**src/rtl/game_if.sv**
```systemverilog
// Handshake bundle between the game controller and its input/collision and display neighbours.
interface game_if;
  logic       start;
  logic       p1_hits;
  logic       p2_hits;
  logic [2:0] game_state;
  logic [2:0] p1_health;
  logic [2:0] p2_health;
  logic [6:0] seconds_left;
  logic       tick;

  modport master (
    output start, p1_hits, p2_hits,
    input  game_state, p1_health, p2_health, seconds_left, tick
  );

  modport slave (
    input  start, p1_hits, p2_hits,
    output game_state, p1_health, p2_health, seconds_left, tick
  );
endinterface

```
**src/rtl/game_controller.sv**
```systemverilog
// Match phase FSM for the two-player fighting game: owns phase, both health values
// and the per-phase seconds counter driven by a one-second prescaler.
module game_controller #(
  parameter int unsigned TICK_DIV    = 50000000,
  parameter int unsigned COUNTDOWN_S = 3,
  parameter int unsigned FIGHT_S     = 60,
  parameter int unsigned RESULT_S    = 5,
  parameter int unsigned MAX_HEALTH  = 3
) (
  input  logic   clk,
  input  logic   rst,
  game_if.slave  bus
);

  localparam int unsigned PW = (TICK_DIV > 1) ? $clog2(TICK_DIV) : 1;
  localparam int unsigned HW = 3;
  localparam int unsigned SW = 7;

  typedef enum logic [2:0] {
    S_IDLE      = 3'd0,
    S_COUNTDOWN = 3'd1,
    S_FIGHT     = 3'd2,
    S_P1_WIN    = 3'd3,
    S_P2_WIN    = 3'd4,
    S_EQ        = 3'd5
  } state_t;

  state_t          r_state;
  logic [HW-1:0]   r_p1_health;
  logic [HW-1:0]   r_p2_health;
  logic [SW-1:0]   r_seconds;
  logic [PW-1:0]   r_presc;
  logic            r_tick;
  logic            r_start_q;

  state_t          w_state_nxt;
  logic [HW-1:0]   w_p1_nxt;
  logic [HW-1:0]   w_p2_nxt;
  logic [SW-1:0]   w_seconds_nxt;
  logic [PW-1:0]   w_presc_nxt;
  logic            w_start_rise;
  logic            w_timed;
  logic            w_wrap;
  logic            w_last;
  logic [HW-1:0]   w_p1_post;
  logic [HW-1:0]   w_p2_post;

  // State and output registers
  always_ff @(posedge clk) begin
    if (rst) begin
      r_state     <= S_IDLE;
      r_p1_health <= HW'(MAX_HEALTH);
      r_p2_health <= HW'(MAX_HEALTH);
      r_seconds   <= '0;
      r_presc     <= '0;
      r_tick      <= 1'b0;
      r_start_q   <= 1'b0;
    end else begin
      r_state     <= w_state_nxt;
      r_p1_health <= w_p1_nxt;
      r_p2_health <= w_p2_nxt;
      r_seconds   <= w_seconds_nxt;
      r_presc     <= w_presc_nxt;
      r_tick      <= w_wrap;
      r_start_q   <= bus.start;
    end
  end

  // Next-state, health, seconds and prescaler logic
  always_comb begin
    w_state_nxt   = r_state;
    w_p1_nxt      = r_p1_health;
    w_p2_nxt      = r_p2_health;
    w_seconds_nxt = r_seconds;
    w_presc_nxt   = '0;

    w_start_rise = bus.start & ~r_start_q;
    w_timed      = (r_state == S_COUNTDOWN) || (r_state == S_FIGHT) ||
                   (r_state == S_P1_WIN) || (r_state == S_P2_WIN) || (r_state == S_EQ);
    w_wrap       = w_timed && (r_presc == PW'(TICK_DIV - 1));
    w_last       = w_wrap && (r_seconds == SW'(1));

    // Post-hit health, saturating at zero; only consumed in FIGHT
    w_p1_post = (bus.p2_hits && (r_p1_health != '0)) ? r_p1_health - HW'(1) : r_p1_health;
    w_p2_post = (bus.p1_hits && (r_p2_health != '0)) ? r_p2_health - HW'(1) : r_p2_health;

    if (w_timed) begin
      w_presc_nxt = w_wrap ? '0 : r_presc + PW'(1);
    end

    case (r_state)
      S_IDLE: begin
        w_p1_nxt      = HW'(MAX_HEALTH);
        w_p2_nxt      = HW'(MAX_HEALTH);
        w_seconds_nxt = '0;
        if (w_start_rise) begin
          w_state_nxt   = S_COUNTDOWN;
          w_seconds_nxt = SW'(COUNTDOWN_S);
        end
      end

      S_COUNTDOWN: begin
        if (w_last) begin
          w_state_nxt   = S_FIGHT;
          w_seconds_nxt = SW'(FIGHT_S);
          w_p1_nxt      = HW'(MAX_HEALTH);
          w_p2_nxt      = HW'(MAX_HEALTH);
        end else if (w_wrap) begin
          w_seconds_nxt = r_seconds - SW'(1);
        end
      end

      S_FIGHT: begin
        w_p1_nxt = w_p1_post;
        w_p2_nxt = w_p2_post;
        if ((w_p1_post == '0) && (w_p2_post == '0)) begin
          w_state_nxt   = S_EQ;
          w_seconds_nxt = SW'(RESULT_S);
        end else if (w_p2_post == '0) begin
          w_state_nxt   = S_P1_WIN;
          w_seconds_nxt = SW'(RESULT_S);
        end else if (w_p1_post == '0) begin
          w_state_nxt   = S_P2_WIN;
          w_seconds_nxt = SW'(RESULT_S);
        end else if (w_last) begin
          // Time-out: hits of this cycle are already folded into the comparison
          w_seconds_nxt = SW'(RESULT_S);
          if (w_p1_post > w_p2_post) begin
            w_state_nxt = S_P1_WIN;
          end else if (w_p2_post > w_p1_post) begin
            w_state_nxt = S_P2_WIN;
          end else begin
            w_state_nxt = S_EQ;
          end
        end else if (w_wrap) begin
          w_seconds_nxt = r_seconds - SW'(1);
        end
      end

      S_P1_WIN, S_P2_WIN, S_EQ: begin
        if (w_start_rise || w_last) begin
          w_state_nxt   = S_IDLE;
          w_seconds_nxt = '0;
          w_p1_nxt      = HW'(MAX_HEALTH);
          w_p2_nxt      = HW'(MAX_HEALTH);
        end else if (w_wrap) begin
          w_seconds_nxt = r_seconds - SW'(1);
        end
      end

      default: begin
        w_state_nxt   = S_IDLE;
        w_seconds_nxt = '0;
        w_p1_nxt      = HW'(MAX_HEALTH);
        w_p2_nxt      = HW'(MAX_HEALTH);
      end
    endcase

    // Every phase starts with a full-length first second
    if (w_state_nxt != r_state) begin
      w_presc_nxt = '0;
    end
  end

  assign bus.game_state   = r_state;
  assign bus.p1_health    = r_p1_health;
  assign bus.p2_health    = r_p2_health;
  assign bus.seconds_left = r_seconds;
  assign bus.tick         = r_tick;

endmodule

```
**src/flat_wrapper.sv**
```systemverilog
// flat-port wrapper written by rule: the top's interface ports become plain ports
module game_controller_flat 
#(
  parameter int unsigned TICK_DIV    = 50000000,
  parameter int unsigned COUNTDOWN_S = 3,
  parameter int unsigned FIGHT_S     = 60,
  parameter int unsigned RESULT_S    = 5,
  parameter int unsigned MAX_HEALTH  = 3
)
  (clk, rst, bus_start, bus_p1_hits, bus_p2_hits, bus_game_state, bus_p1_health, bus_p2_health, bus_seconds_left, bus_tick);
  game_if bus_i ();
  input  logic clk;
  input  logic rst;
  input wire logic [$bits(bus_i.start)-1:0] bus_start;
  input wire logic [$bits(bus_i.p1_hits)-1:0] bus_p1_hits;
  input wire logic [$bits(bus_i.p2_hits)-1:0] bus_p2_hits;
  output wire logic [$bits(bus_i.game_state)-1:0] bus_game_state;
  output wire logic [$bits(bus_i.p1_health)-1:0] bus_p1_health;
  output wire logic [$bits(bus_i.p2_health)-1:0] bus_p2_health;
  output wire logic [$bits(bus_i.seconds_left)-1:0] bus_seconds_left;
  output wire logic [$bits(bus_i.tick)-1:0] bus_tick;
  assign bus_i.start = bus_start;
  assign bus_i.p1_hits = bus_p1_hits;
  assign bus_i.p2_hits = bus_p2_hits;
  assign bus_game_state = bus_i.game_state;
  assign bus_p1_health = bus_i.p1_health;
  assign bus_p2_health = bus_i.p2_health;
  assign bus_seconds_left = bus_i.seconds_left;
  assign bus_tick = bus_i.tick;
  game_controller #(.TICK_DIV(TICK_DIV), .COUNTDOWN_S(COUNTDOWN_S), .FIGHT_S(FIGHT_S), .RESULT_S(RESULT_S), .MAX_HEALTH(MAX_HEALTH)) u_core (.clk(clk), .rst(rst), .bus(bus_i));
endmodule
```
**config.mk**
```make
export PLATFORM = sky130hd
export DESIGN_NAME = game_controller_flat
export DESIGN_NICKNAME = d
export VERILOG_FILES = /design/src/rtl/game_if.sv /design/src/rtl/game_controller.sv /design/src/flat_wrapper.sv
export SDC_FILE = /design/constraint.sdc
export NUM_CORES = 1
export LEC_CHECK = 0
export CORE_ASPECT_RATIO = 1.2
export CORE_MARGIN = 10
export CORE_UTILIZATION = 42
export CTS_BUF_LIST = sky130_fd_sc_hd__clkbuf_8
export DETAILED_ROUTE_END_ITERATION = 16
export PLACE_DENSITY = 0.65
export SYNTH_ARGS = -nofsm -noshare
export SYNTH_HDL_FRONTEND = slang
export SYNTH_SLANG_ARGS = --single-unit
```
**constraint.sdc**
```tcl
create_clock -name clk -period 2.7 [get_ports clk]
set_input_delay 0.27 -clock clk [delete_from_list [all_inputs] [get_ports clk]]
set_output_delay 0.27 -clock clk [all_outputs]
set_load 0.02 [all_outputs]
```
# --- After elaboration in Yosys (flattened, before gate mapping) ---
# Cells that the tools add are included.
op_classes:
  reduce_logical: 18
  addsub: 4
  bitwise: 3
  order_cmp: 2
  n_shift: 0
  n_mul: 0
  div: 0
  n_mux: 25
  eq_ne: 10
ops:
  columns: ["cell", "count"]
  rows:
  - ["$mux W7", 7]
  - ["$mux W3", 12]
  - ["$pmux W7 S4", 1]
  - ["$add A26 B1 Y26 const B", 1]
  - ["$eq A26 B26 Y1 const B", 1]
  - ["$pmux W3 S3", 2]
  - ["$pmux W3 S4", 1]
  - ["$logic_not A3 Y1", 3]
  - ["$eq A7 B1 Y1 const B", 1]
  - ["$sub A7 B1 Y7 const B", 1]
  - ["$eq A3 B2 Y1 const B", 2]
  - ["$eq A3 B3 Y1 const B", 2]
  - ["$gt A3 B3 Y1", 2]
  - ["$reduce_bool A3 Y1", 2]
  - ["$sub A3 B1 Y3 const B", 2]
  - ["$logic_and A1 B1 Y1", 5]
  - ["$logic_or A1 B1 Y1", 5]
  - ["$ne A2 B1 Y1 const B", 2]
  - ["$reduce_or A4 Y1", 1]
  - ["$eq A3 B1 Y1 const B", 1]
  - ["$ne A3 B3 Y1", 1]
  - ["$reduce_or A3 Y1", 1]
  - ["$mux W2", 1]
  - ["$not A1 Y1", 2]
  - ["3 further kinds", 3]
totals:
  memories: 0
  ff_bits: 44
  input_bits: 5
  rom_bits: 0
  ramBits: 0
  latch_bits: 0
  out_inout_bits: 17

# --- Logic depth before layout (Yosys ltp) ---
logic_depth:
  ltp_word: 14
  depth_mapped: 13
  depth_no_buf: 12

# --- Worst setup path after synthesis ---
# OpenSTA, ideal clock, no wires.
synth_timing:
  kind: "register -> register"
  start: "register u_core.r_p2_health[0] (netlist: u_core.bus.p2_health[0])"
  end: "register u_core.r_presc[20]"
  synth_period_minus_slack_ps: 2670
  stages_incl_launch_ff: 14
  setup_slack_ps: 30
  setup_ps: 118
  arrival_time_ps: 2551
  required_ps: 2582
  n_path_buf: 1
  cell_sequence: "dfxtp_1 -> inv_1 -> ha_1 -> inv_1 -> o21ai_0 -> nor2_1 -> a21oi_1 -> ha_1 -> a21o_1 -> a21oi_1 -> o2111ai_1 -> a21oi_4 -> buf_6 -> nor3_1"
synth_between:
  elab_chain_cells: 13
  word_cells_on_any_way: 17
  classes_between: "add/sub: 1; order compare: 2; eq/ne: 1; mux: 8; reduce/logical: 5"
synth_rtl:
  columns: ["element", "line_no", "source"]
  rows:
  - ["from (decl)", "game_controller.sv:30", "logic [HW-1:0] r_p2_health;"]
  - ["from (signal assigned)", "game_controller.sv:53", "r_p2_health <= HW'(MAX_HEALTH);"]
  - ["from (signal assigned)", "game_controller.sv:61", "r_p2_health <= w_p2_nxt;"]
  - ["branches (longest 2 deep; another with $sub A3 B1 Y3)", null, null]
  - ["$mux W3 (*)", "game_controller.sv:85", "w_p2_post = (bus.p1_hits && (r_p2_health != '0)) ? r_p2_health - HW'(1) : r_p2_health;"]
  - ["$gt A3 B3 Y1", "game_controller.sv:130", "end else if (w_p2_post > w_p1_post) begin"]
  - ["$mux W1", "game_controller.sv:130", null]
  - ["$mux W3", "game_controller.sv:128", "if (w_p1_post > w_p2_post) begin"]
  - ["$mux W3", "game_controller.sv:125", "end else if (w_last) begin"]
  - ["$mux W3", "game_controller.sv:122", "end else if (w_p1_post == '0) begin"]
  - ["$mux W3", "game_controller.sv:119", "end else if (w_p2_post == '0) begin"]
  - ["$mux W3 (*)", "game_controller.sv:116", "if ((w_p1_post == '0) && (w_p2_post == '0)) begin"]
  - ["$pmux W3 S4 (*)", "game_controller.sv:91", "case (r_state)"]
  - ["$ne A3 B3 Y1 (*)", "game_controller.sv:160", "if (w_state_nxt != r_state) begin"]
  - ["$reduce_or A4 Y1 (no source line) (*)", null, null]
  - ["to (signal assigned)", "game_controller.sv:63", "r_presc <= w_presc_nxt;"]
  - ["to (decl)", "game_controller.sv:32", "logic [PW-1:0] r_presc;"]
# Every way passes the cells marked *.
# A chain may end at the register's enable or synchronous reset.

# --- Worst setup path after layout ---
layout_timing:
  start: "register u_core.r_presc[7]"
  end: "register u_core.r_presc[15]"
layout_between:
  elab_chain_cells: 10
  word_cells_on_any_way: 14
  classes_between: "add/sub: 1; eq/ne: 2; mux: 7; reduce/logical: 4"
layout_rtl:
  columns: ["element", "line_no", "source"]
  rows:
  - ["$eq A26 B26 Y1", "game_controller.sv:80", "w_wrap = w_timed && (r_presc == PW'(TICK_DIV - 1));"]
  - ["$logic_and A1 B1 Y1", "game_controller.sv:80", null]
  - ["$logic_and A1 B1 Y1", "game_controller.sv:81", "w_last = w_wrap && (r_seconds == SW'(1));"]
  - ["$mux W3", "game_controller.sv:125", null]
  - ["$mux W3", "game_controller.sv:122", null]
  - ["$mux W3", "game_controller.sv:119", null]
  - ["$mux W3", "game_controller.sv:116", null]
  - ["$pmux W3 S4", "game_controller.sv:91", null]
  - ["$ne A3 B3 Y1", "game_controller.sv:160", null]
  - ["$reduce_or A4 Y1 (no source line)", null, null]
# Parallel ways exist; a longest one is shown, timed or not.

==> impl_metrics.json <==
{
  "outcome": "complete, no violations",
  "cts-htree-levels": 2,
  "postPlaceCellArea_sq_um": 2880,
  "cts.clk_slew.worst_paths_ns": 0.09,
  "route.vias.total": 2284,
  "seq_area_frac_synth_pct": 34.9,
  "grt_max_degree": 27,
  "cpPeakStageDelay_ns": 0.58,
  "gp_routability_congestion": 0.852,
  "regToRegStartpoint": "u_core.r_presc[7]$_SDFF_PP0_",
  "rsz_0062_raised_after_global_routing": "no",
  "drive_gt1_share_pct": 9.28,
  "timing.critical_path.buf_inv": 1,
  "synthesis.instances": 302,
  "ff2ff_path_depth": 6,
  "timing.hold.worst_endpoint": "u_core.r_presc[0]$_SDFF_PP0_",
  "fp-row-count": 30,
  "dieArea_sq_um": 9530,
  "die-height_um": 105,
  "antenna_cell_count": 0,
  "max-clock-path-buffers": 2,
  "max_freq_mhz": 409,
  "hold_path.startpoint": "u_core.r_presc[0]$_SDFF_PP0_",
  "worstPathCellList": "or4b_1, nor4_2, and3_1, or4_1, buf_4, nor3_1",
  "timing.critical_path.required_ns": 2.88,
  "pwr_density_cell_nw_per_um2": 418,
  "detail_route.wirelength_um": 5860,
  "worst_setup_path_start_kind": "flip-flop",
  "drtAntennaViolNets": 0,
  "dp_slack_ns": -0.0416,
  "grt_first_pass_wirelength_um": 10400,
  "post_layout_nonfiller_instances": 414,
  "initial_utilization_pct": 44.0,
  "grt_remaining_overflow": 0,
  "numPortBuffers": 21,
  "worst_path_max_delay_cell": "or4b_1",
  "finish.instance_area_sq_um": 3020,
  "most_common_cell_after_layout_fill_and_taps_aside": "dfxtp_1",
  "report.power.total_mw": 1.26,
  "finClkSkew_ns": 0.00900,
  "ys_ff_latch": 44,
  "critical_path.reg2reg.endpoint": "u_core.r_presc[15]$_SDFF_PP0_",
  "chipWidth_um": 90.8,
  "slew_violations": 0,
  "num_io_pins": 22,
  "via_per_inst": 5.52,
  "detailedRoute.firstIterationViolations": 129,
  "fp.coreArea_sq_um": 5740,
  "worst_slew_margin_rel_pct": 60.8,
  "detailedRoute.firstPassIterationCount": 4,
  "finish.net_count": 348,
  "setup_viol_count_final": 0,
  "cts.sinks": 44,
  "maxCapViolCount": 0,
  "syn_area_sq_um": 2530,
  "worst_pin_slew_ns": 0.586,
  "drc": 0,
  "power.leakage_nw": 1.09,
  "numPlacedInstances": 405,
  "worst_path_max_fanout": 26,
  "drt-wirelength-per-cell_um": 14.2,
  "synth.net_count": 317,
  "final_min_period_over_clock_period_pct": 90.6,
  "layout-area-overhead-vs-synth_pct": 19.5,
  "yosysWarnings": 0,
  "final_hold_viol_count": 0,
  "cts-root-buf": "clkbuf_8",
  "path_type_of_the_worst_setup_path": "reg2reg",
  "cp.arrival_ns": 2.62,
  "clock_tree_from_tritoncts": "yes",
  "synth.lib_cells_used.distinct": 58,
  "total_global_route_track_usage_pct": 12.7,
  "antenna_found_initial": 0,
  "synth-edff-count": 0,
  "critical_path_sink_type": "flip-flop",
  "post_synth.cell_area_avg_sq_um": 8.37,
  "holdCritPathClass": "reg2reg",
  "postLayoutSetupSlackWorst_ns": 0.254,
  "cpLargestDelayFamily": "simple AND/OR/NAND/NOR gates",
  "finalWorstPathRequiredPeriod_ns": 2.45,
  "first_global_vias": 2243,
  "place_hpwl_um": 4320,
  "cts_buffers": 5,
  "ys_async_sr_fraction_pct": 0,
  "reg2reg_setup_slack_ns": 0.25,
  "min_path_cells": 1,
  "clock_insertion_delay_worst_skew_ns": 0.30,
  "synth-main-ff-cell": "dfxtp_1",
  "layout.cells.most_common_list": "44 x dfxtp_1, 23 x nor3_1, 22 x nor2_1",
  "power.ir.vdd_worst_uv": 291
}
==> power by group <==
group          total [mW]  leakage [nW]  internal (mW)  switching (mW)
Clock               0.515        0.0548          0.279           0.237
Sequential          0.657         0.355          0.652         0.00498
Combinational      0.0896         0.683         0.0380          0.0516
==> synth_stat cells (4+ instances only) <==
| library cell | count | area (sq um) |
|---|---|---|
| nor2b_1 | 4 | 25.0 |
| o21ai_0 | 11 | 55.1 |
| and3_1 | 11 | 68.8 |
| ha_1 | 10 | 125 |
| nand4_1 | 11 | 68.8 |
| nand2_1 | 21 | 78.8 |
| and2_1 | 4 | 25.0 |
| nor2_1 | 22 | 82.6 |
| xor2_1 | 17 | 149 |
| xnor2_1 | 11 | 96.3 |
| nand2b_1 | 4 | 25.0 |
| buf_2 | 4 | 20.0 |
| nor4_1 | 5 | 31.3 |
| inv_1 | 14 | 52.6 |
| a21oi_1 | 16 | 80.1 |
| nor3b_1 | 7 | 52.6 |
| dfxtp_1 | 44 | 881 |
| nor3_1 | 23 | 115 |
| nand3_1 | 15 | 75.1 |
==> metal layers <==
| metal | vias up | wire length, um | global-route usage (%) |
|---|---|---|---|
| met5 | - | 0 | 0 |
| met4 | 0 | 119 | 4.82 |
| met3 | 9 | 224 | 2.58 |
| met2 | 39 | 2790 | 21.6 |
| met1 | 1074 | 2730 | 15.4 |
| li1 | 1162 | - | - |
==> worst register-to-register path, cell delays in order, from the launching register on <==
cell     delay, ns
dfxtp_1       0.38
or4b_1        0.58
nor4_2        0.34
and3_1        0.45
or4_1         0.18
buf_4         0.28
nor3_1        0.10
==> per-stage QoR <==
stage | setup TNS (ns) | utilization [%] | hold slack [ns]
floorplan | 0 | - | 0.342
global placement | 0 | 50.1 | 0.473
detailed placement | -0.671 | 50.1 | 0.481
CTS | 0 | 52.1 | 0.493
global route | 0 | 52.6 | 0.508
finish | 0 | 52.6 | 0.492
==> logic make-up (layout without fill, tap and decap cells) <==
family | count (synthesis) | in the layout | share of synthesized area (%)
fa+ha+maj | 10 | 10 | 4.95
flops | 44 | 44 | 34.9
compound gates | 49 | 49 | 12.8
xor+xnor | 28 | 28 | 9.70
simple gates | 144 | 144 | 31.6
mux | 4 | 4 | 1.68
buf+inv | 23 | 55 | 4.36
==> flip-flops by register name, indices dropped and copies added (netlist names) <==
register / flops
u_core.bus.p2_health: 3
u_core.r_start_q: 1
u_core.bus.game_state: 3
u_core.bus.seconds_left: 7
u_core.r_presc: 26
u_core.bus.tick: 1
u_core.bus.p1_health: 3
==> how the worst max path moves through the flow <==
stage / from / endpoint / slack [ns] / depth (start not counted)
global placement: u_core.bus.p2_health[0]$_SDFFE_PP1P_ / u_core.r_presc[5]$_SDFF_PP0_ / 0.02 / 13
detailed placement: u_core.bus.p2_health[0]$_SDFFE_PP1P_ / u_core.r_presc[15]$_SDFF_PP0_ / -0.04 / 13
floorplan: u_core.bus.p2_health[0]$_SDFFE_PP1P_ / u_core.r_presc[20]$_SDFF_PP0_ / 0.03 / 13
finish: u_core.r_presc[7]$_SDFF_PP0_ / u_core.r_presc[15]$_SDFF_PP0_ / 0.25 / 6
global route: u_core.bus.p1_health[0]$_SDFFE_PP1P_ / u_core.r_presc[5]$_SDFF_PP0_ / 0.02 / 13
CTS: u_core.bus.p2_health[0]$_SDFFE_PP1P_ / u_core.r_presc[2]$_SDFF_PP0_ / 0.07 / 13
==> layout make-up <==
type                            instances  area [sq um]
Clock buffer                            5          68.8
Multi-Input combinational cell        235          1560
Timing Repair Buffer                   33           313
Sequential cell                        44           881
Tap cell                               80           100
Clock inverter                          3          46.3
Fill cell                             561          2720
Inverter                               14          52.6
==> repair_timing <==
| item | in CTS | in global routing |
|---|---|---|
| setup endpoints to repair | 25 | 26 |
| buffers inserted | 0 | 1 |
| resized for setup | 1 | 4 |
| pin swaps | 0 | 2 |
| hold buffers | 0 | 0 |
(Power assumes the default switching activity.)
==> edit 1, RTL diff (same settings) <==
`FIGHT_S` is set to 60 in 2 places; all go to 30.
--- a/src/rtl/game_controller.sv
+++ b/src/rtl/game_controller.sv
@@ -4,5 +4,5 @@
   parameter int unsigned TICK_DIV    = 50000000,
   parameter int unsigned COUNTDOWN_S = 3,
-  parameter int unsigned FIGHT_S     = 60,
+  parameter int unsigned FIGHT_S     = 30,
   parameter int unsigned RESULT_S    = 5,
   parameter int unsigned MAX_HEALTH  = 3
--- a/src/flat_wrapper.sv
+++ b/src/flat_wrapper.sv
@@ -4,5 +4,5 @@
   parameter int unsigned TICK_DIV    = 50000000,
   parameter int unsigned COUNTDOWN_S = 3,
-  parameter int unsigned FIGHT_S     = 60,
+  parameter int unsigned FIGHT_S     = 30,
   parameter int unsigned RESULT_S    = 5,
   parameter int unsigned MAX_HEALTH  = 3
Formal check against the unedited RTL: same outputs for any inputs over 10 cycles, from zero or initial values and one cycle with rst high; that may be too few to reach the edited logic, so the function may still have changed.
==> edit 1 against the original RTL <==
- die area increased by 2.8%
- sequential cell count unchanged
- total power increased by 6.5%
- setup slack got worse by 120 ps
- maximum frequency decreased by 4.7%
- routed wire length increased by 14%
- synthesized area increased by 3.5%
- design area increased by 13%
- critical endpoint is now u_core.r_presc[10]$_SDFF_PP0_
==> edit 1: results (changes against the original RTL) <==
length of routed met2 wiring 3610 um (+29%); leak pwr 1.19 nW (+9.0%); minimum clock period 2570 ps (+120 ps); die area 9800 um^2 (+2.8%); Crit Path Max Fanout 7 (-73%); placed cell areas 3080 um^2 (+7.1%); DRT Wirelength 6690 um (+14%); number of global-route vias before repair 2,332 (+4.0%); fin nets 390 (+12%); reg2reg path depth 13 (+7); Max rail drop VDD 0.371 mV (+28%); Avg WL per Cell 14.6 um (+3.1%); RePlAce Congestion 0.850 (-0.15%); sequential share of cell area 26.2% (-3.0 points); Reg2Reg Capture Point u_core.r_presc[10]$_SDFF_PP0_; Fill cells 578 (+3.0%); library cells used by synthesis 55 (-5.2%); Worst R2R Start u_core.bus.p1_health[0]$_SDFFE_PP1P_; placed insts 444 (+9.6%); layout cells sized above 1 19.7% (+10 points); CP max-delay cell dfxtp_4; status completed; Syn Nets 344 (+8.5%); met1 wire length 2860 um (+4.5%); Non-CTS buffers 50 (+52%); Finished Cell Area 3400 um^2 (+13%); first-pass GRT wire length 11,000 um (+5.0%); DPL Wire Length 4770 um (+10%); met3 Resource Use GR 2.32% (-0.25 points); Multi-In Gates 260 (+11%); sequential cells 44 (unchanged); Iter 0 DRT Violations 97 (-25%); CP max stage delay 360 ps (-220 ps); Synth area leaders dfxtp_1 (34%), nor2_1 (7.6%), xnor2_1 (5.4%); Clock-cell share 3.71% (-0.10 points); worst clock skew 12.0 ps (+2.97 ps); Mapped Cells 329 (+8.9%); routed wl met3 189 um (-16%)
==> edit 1: where the power goes <==
group	internal [mW]	switching (mW)	total [mW]	leakage, nW
sequential	0.651	0.00407	0.655	0.354
combinational	0.0621	0.0728	0.135	0.773
clock	0.327	0.228	0.555	0.0645
total	1.04	0.305	1.34	1.19
==> edit 1: worst max-delay path, delay by kind of cell (launching register included) <==
kind            cells  cell delay [ps]
fa+ha+maj           2              500
buf+inv             3              400
simple gates        4              450
xor+xnor            1              120
flops               1              360
compound gates      3              610
==> edit 1: repair_timing <==
| action | CTS | global route |
|---|---|---|
| pin swaps | 0 | 8 |
| cloned | 0 | 2 |
| resized for setup | 1 | 31 |
| setup endpoints to repair | 18 | 26 |
| setup buffers | 0 | 4 |
==> edit 1: worst max path at each step <==
stage,start,end,cells after the start
after floorplan,u_core.bus.p2_health[0]$_SDFFE_PP1P_,u_core.r_presc[5]$_SDFF_PP0_,13
after global placement,bus_p1_hits,u_core.r_presc[2]$_SDFF_PP0_,12
after detailed placement,bus_p1_hits,u_core.r_presc[7]$_SDFF_PP0_,12
after CTS,u_core.bus.p2_health[0]$_SDFFE_PP1P_,u_core.r_presc[7]$_SDFF_PP0_,14
after global routing,u_core.bus.p1_health[0]$_SDFFE_PP1P_,u_core.r_presc[10]$_SDFF_PP0_,15
final,u_core.bus.p1_health[0]$_SDFFE_PP1P_,u_core.r_presc[10]$_SDFF_PP0_,13
==> edit 1: logic make-up (layout without fill, tap and decap cells) <==
group | count (synthesis) | count (layout) | share of synthesized area (%)
fa+ha+maj | 10 | 10 | 4.78
mux | 3 | 3 | 1.24
buf+inv | 25 | 72 | 4.30
flops | 44 | 44 | 33.7
compound gates | 54 | 54 | 14.5
xor+xnor | 28 | 28 | 9.37
simple gates | 165 | 165 | 32.1
==> edit 2, RTL diff (same flow settings) <==
Without the edit above. Make the reset (`rst`) asynchronous in one clocked block.
--- a/src/rtl/game_controller.sv
+++ b/src/rtl/game_controller.sv
@@ -47,5 +47,5 @@
 
   // State and output registers
-  always_ff @(posedge clk) begin
+  always_ff @(posedge clk or posedge rst) begin
     if (rst) begin
       r_state     <= S_IDLE;
Formal check against the unedited RTL: differs if rst is asserted again (counterexample within 4 cycles, from zero or initial values and one cycle with rst high); with rst held inactive, the same outputs for 10 cycles.
==> edit 2 against the original RTL <==
- setup slack got worse by 220 ps
- hold slack got worse by 230 ps
- first-iteration DRC count fell by 29%
- sequential cell count did not move
- routed wire length rose by 11%
- critical endpoint is now u_core.r_presc[9]$_DFF_PP0_
- die area rose by 5.9%
- design area rose by 18%
- critical path depth rose by 9
- synthesized area rose by 7.5%
Power is not compared: it rests on default switching activity, and its combinational part moved more than twofold at a synthesized area within 25%.
==> edit 2: results (changes against the original RTL) <==
CP max-delay cell dfstp_2; Post-Synth XOR/XNOR Area 9.03% (-0.67 points); placed insts 431 (+6.4%); length of routed met2 wiring 3350 um (+20%); compound-gate portion of the synthesized area 11.4% (-1.4 points); first-pass GRT wire length 10,800 um (+3.4%); dpl ws -27.6 ps (+14.0 ps); Syn Area/Cell 8.57 um^2 (+2.4%); Iter 0 DRT Violations 91 (-29%); DPL Wire Length 4320 um (+0.10%); Post-Synth Adder-Cell Area 4.61% (-0.34 points); grt met2 use 22.6% (+0.98 points); Final Non-Filler Cells 448 (+8.2%); worst slew pin tran 602 ps (+15.9 ps); multiplexer area fraction after synthesis 0.783% (-0.90 points); RePlAce Congestion 0.795 (-6.7%); synth cell count leaders nand2_1 (51), dfrtp_1 (40), nor2_1 (40); Syn Nets 332 (+4.7%); register area share after synthesis 40.7% (+5.9 points); total track usage 13.0% (+0.26 points); Hold Path Class primary input to async pin; layout cells sized above 1 23.7% (+14 points); worst clock skew 11.0 ps (+1.98 ps); number of global-route vias before repair 2,226 (-0.76%); Crit Path Max Fanout 7 (-73%); met1 wire length 2830 um (+3.7%); Post-synth ARST share 100% (+100 points); Worst Path Arrival 2910 ps (+290 ps); largest net degree at the start of global routing 30 (+11%); Avg WL per Cell 14.5 um (+2.3%); fin nets 377 (+8.3%); status completed; met3 Resource Use GR 2.91% (+0.34 points); vias per inst 5.25 (-4.8%)
[edit 2: changes by cell type after synthesis, sizes merged, moves of 4 or more]
cell / delta
nor2: +18
dfrtp: +40
clkbuf: +4
nand2: +30
dfxtp: -44
dfstp: +4
a21oi: -5
nor3: -19
xnor2: +13
xor2: -13
[edit 2: cell type report]
cell class	instances	area [um^2]
clock buffer	5	68.8
clock inverter	3	18.8
fill	569	2790
inverter	14	52.6
multi-input combinational	248	1730
sequential	44	1110
tap	85	106
timing repair buffer	49	493
[edit 2: final timing paths]
kind	start	end	slack, ps	cells past startpoint
max	u_core.bus.p2_health[0]$_DFFE_PP1P_	u_core.r_presc[9]$_DFF_PP0_	30	15
min	rst	u_core.bus.game_state[1]$_DFF_PP0_	260	2
max reg2reg	u_core.bus.p2_health[0]$_DFFE_PP1P_	u_core.r_presc[9]$_DFF_PP0_	30	15
min reg2reg	u_core.r_presc[0]$_DFF_PP0_	u_core.r_presc[0]$_DFF_PP0_	500	1
max in group asynchronous	rst	u_core.r_presc[6]$_DFF_PP0_	1690	3
min in group clk	bus_start	u_core.r_start_q$_DFF_PP0_	410	1
[edit 2: what timing repair did]
item	4_1_cts	5_1_grt
setup endpoints to repair	3	26
pin swaps	9	23
resized for setup	35	35
cloned	3	0
buffers inserted	5	2
[edit 2: per-stage QoR]
step           setup TNS (ps)  cell area [um^2]
2_1_floorplan               0              2720
3_3_place_gp                0              3120
3_5_place_dp            -75.6              3120
4_1_cts                -0.119              3450
5_1_grt                 -1750              3570
6_report                    0              3570
[edit 2: power by group]
group / internal (mW) / leakage [nW] / switching (mW) / total [mW]
Sequential: 0.704 / 0.588 / 0.0576 / 0.762
Combinational: 0.276 / 0.818 / 0.354 / 0.630
Clock: 0.181 / 0.0479 / 0.240 / 0.421
Total: 1.16 / 1.45 / 0.652 / 1.81
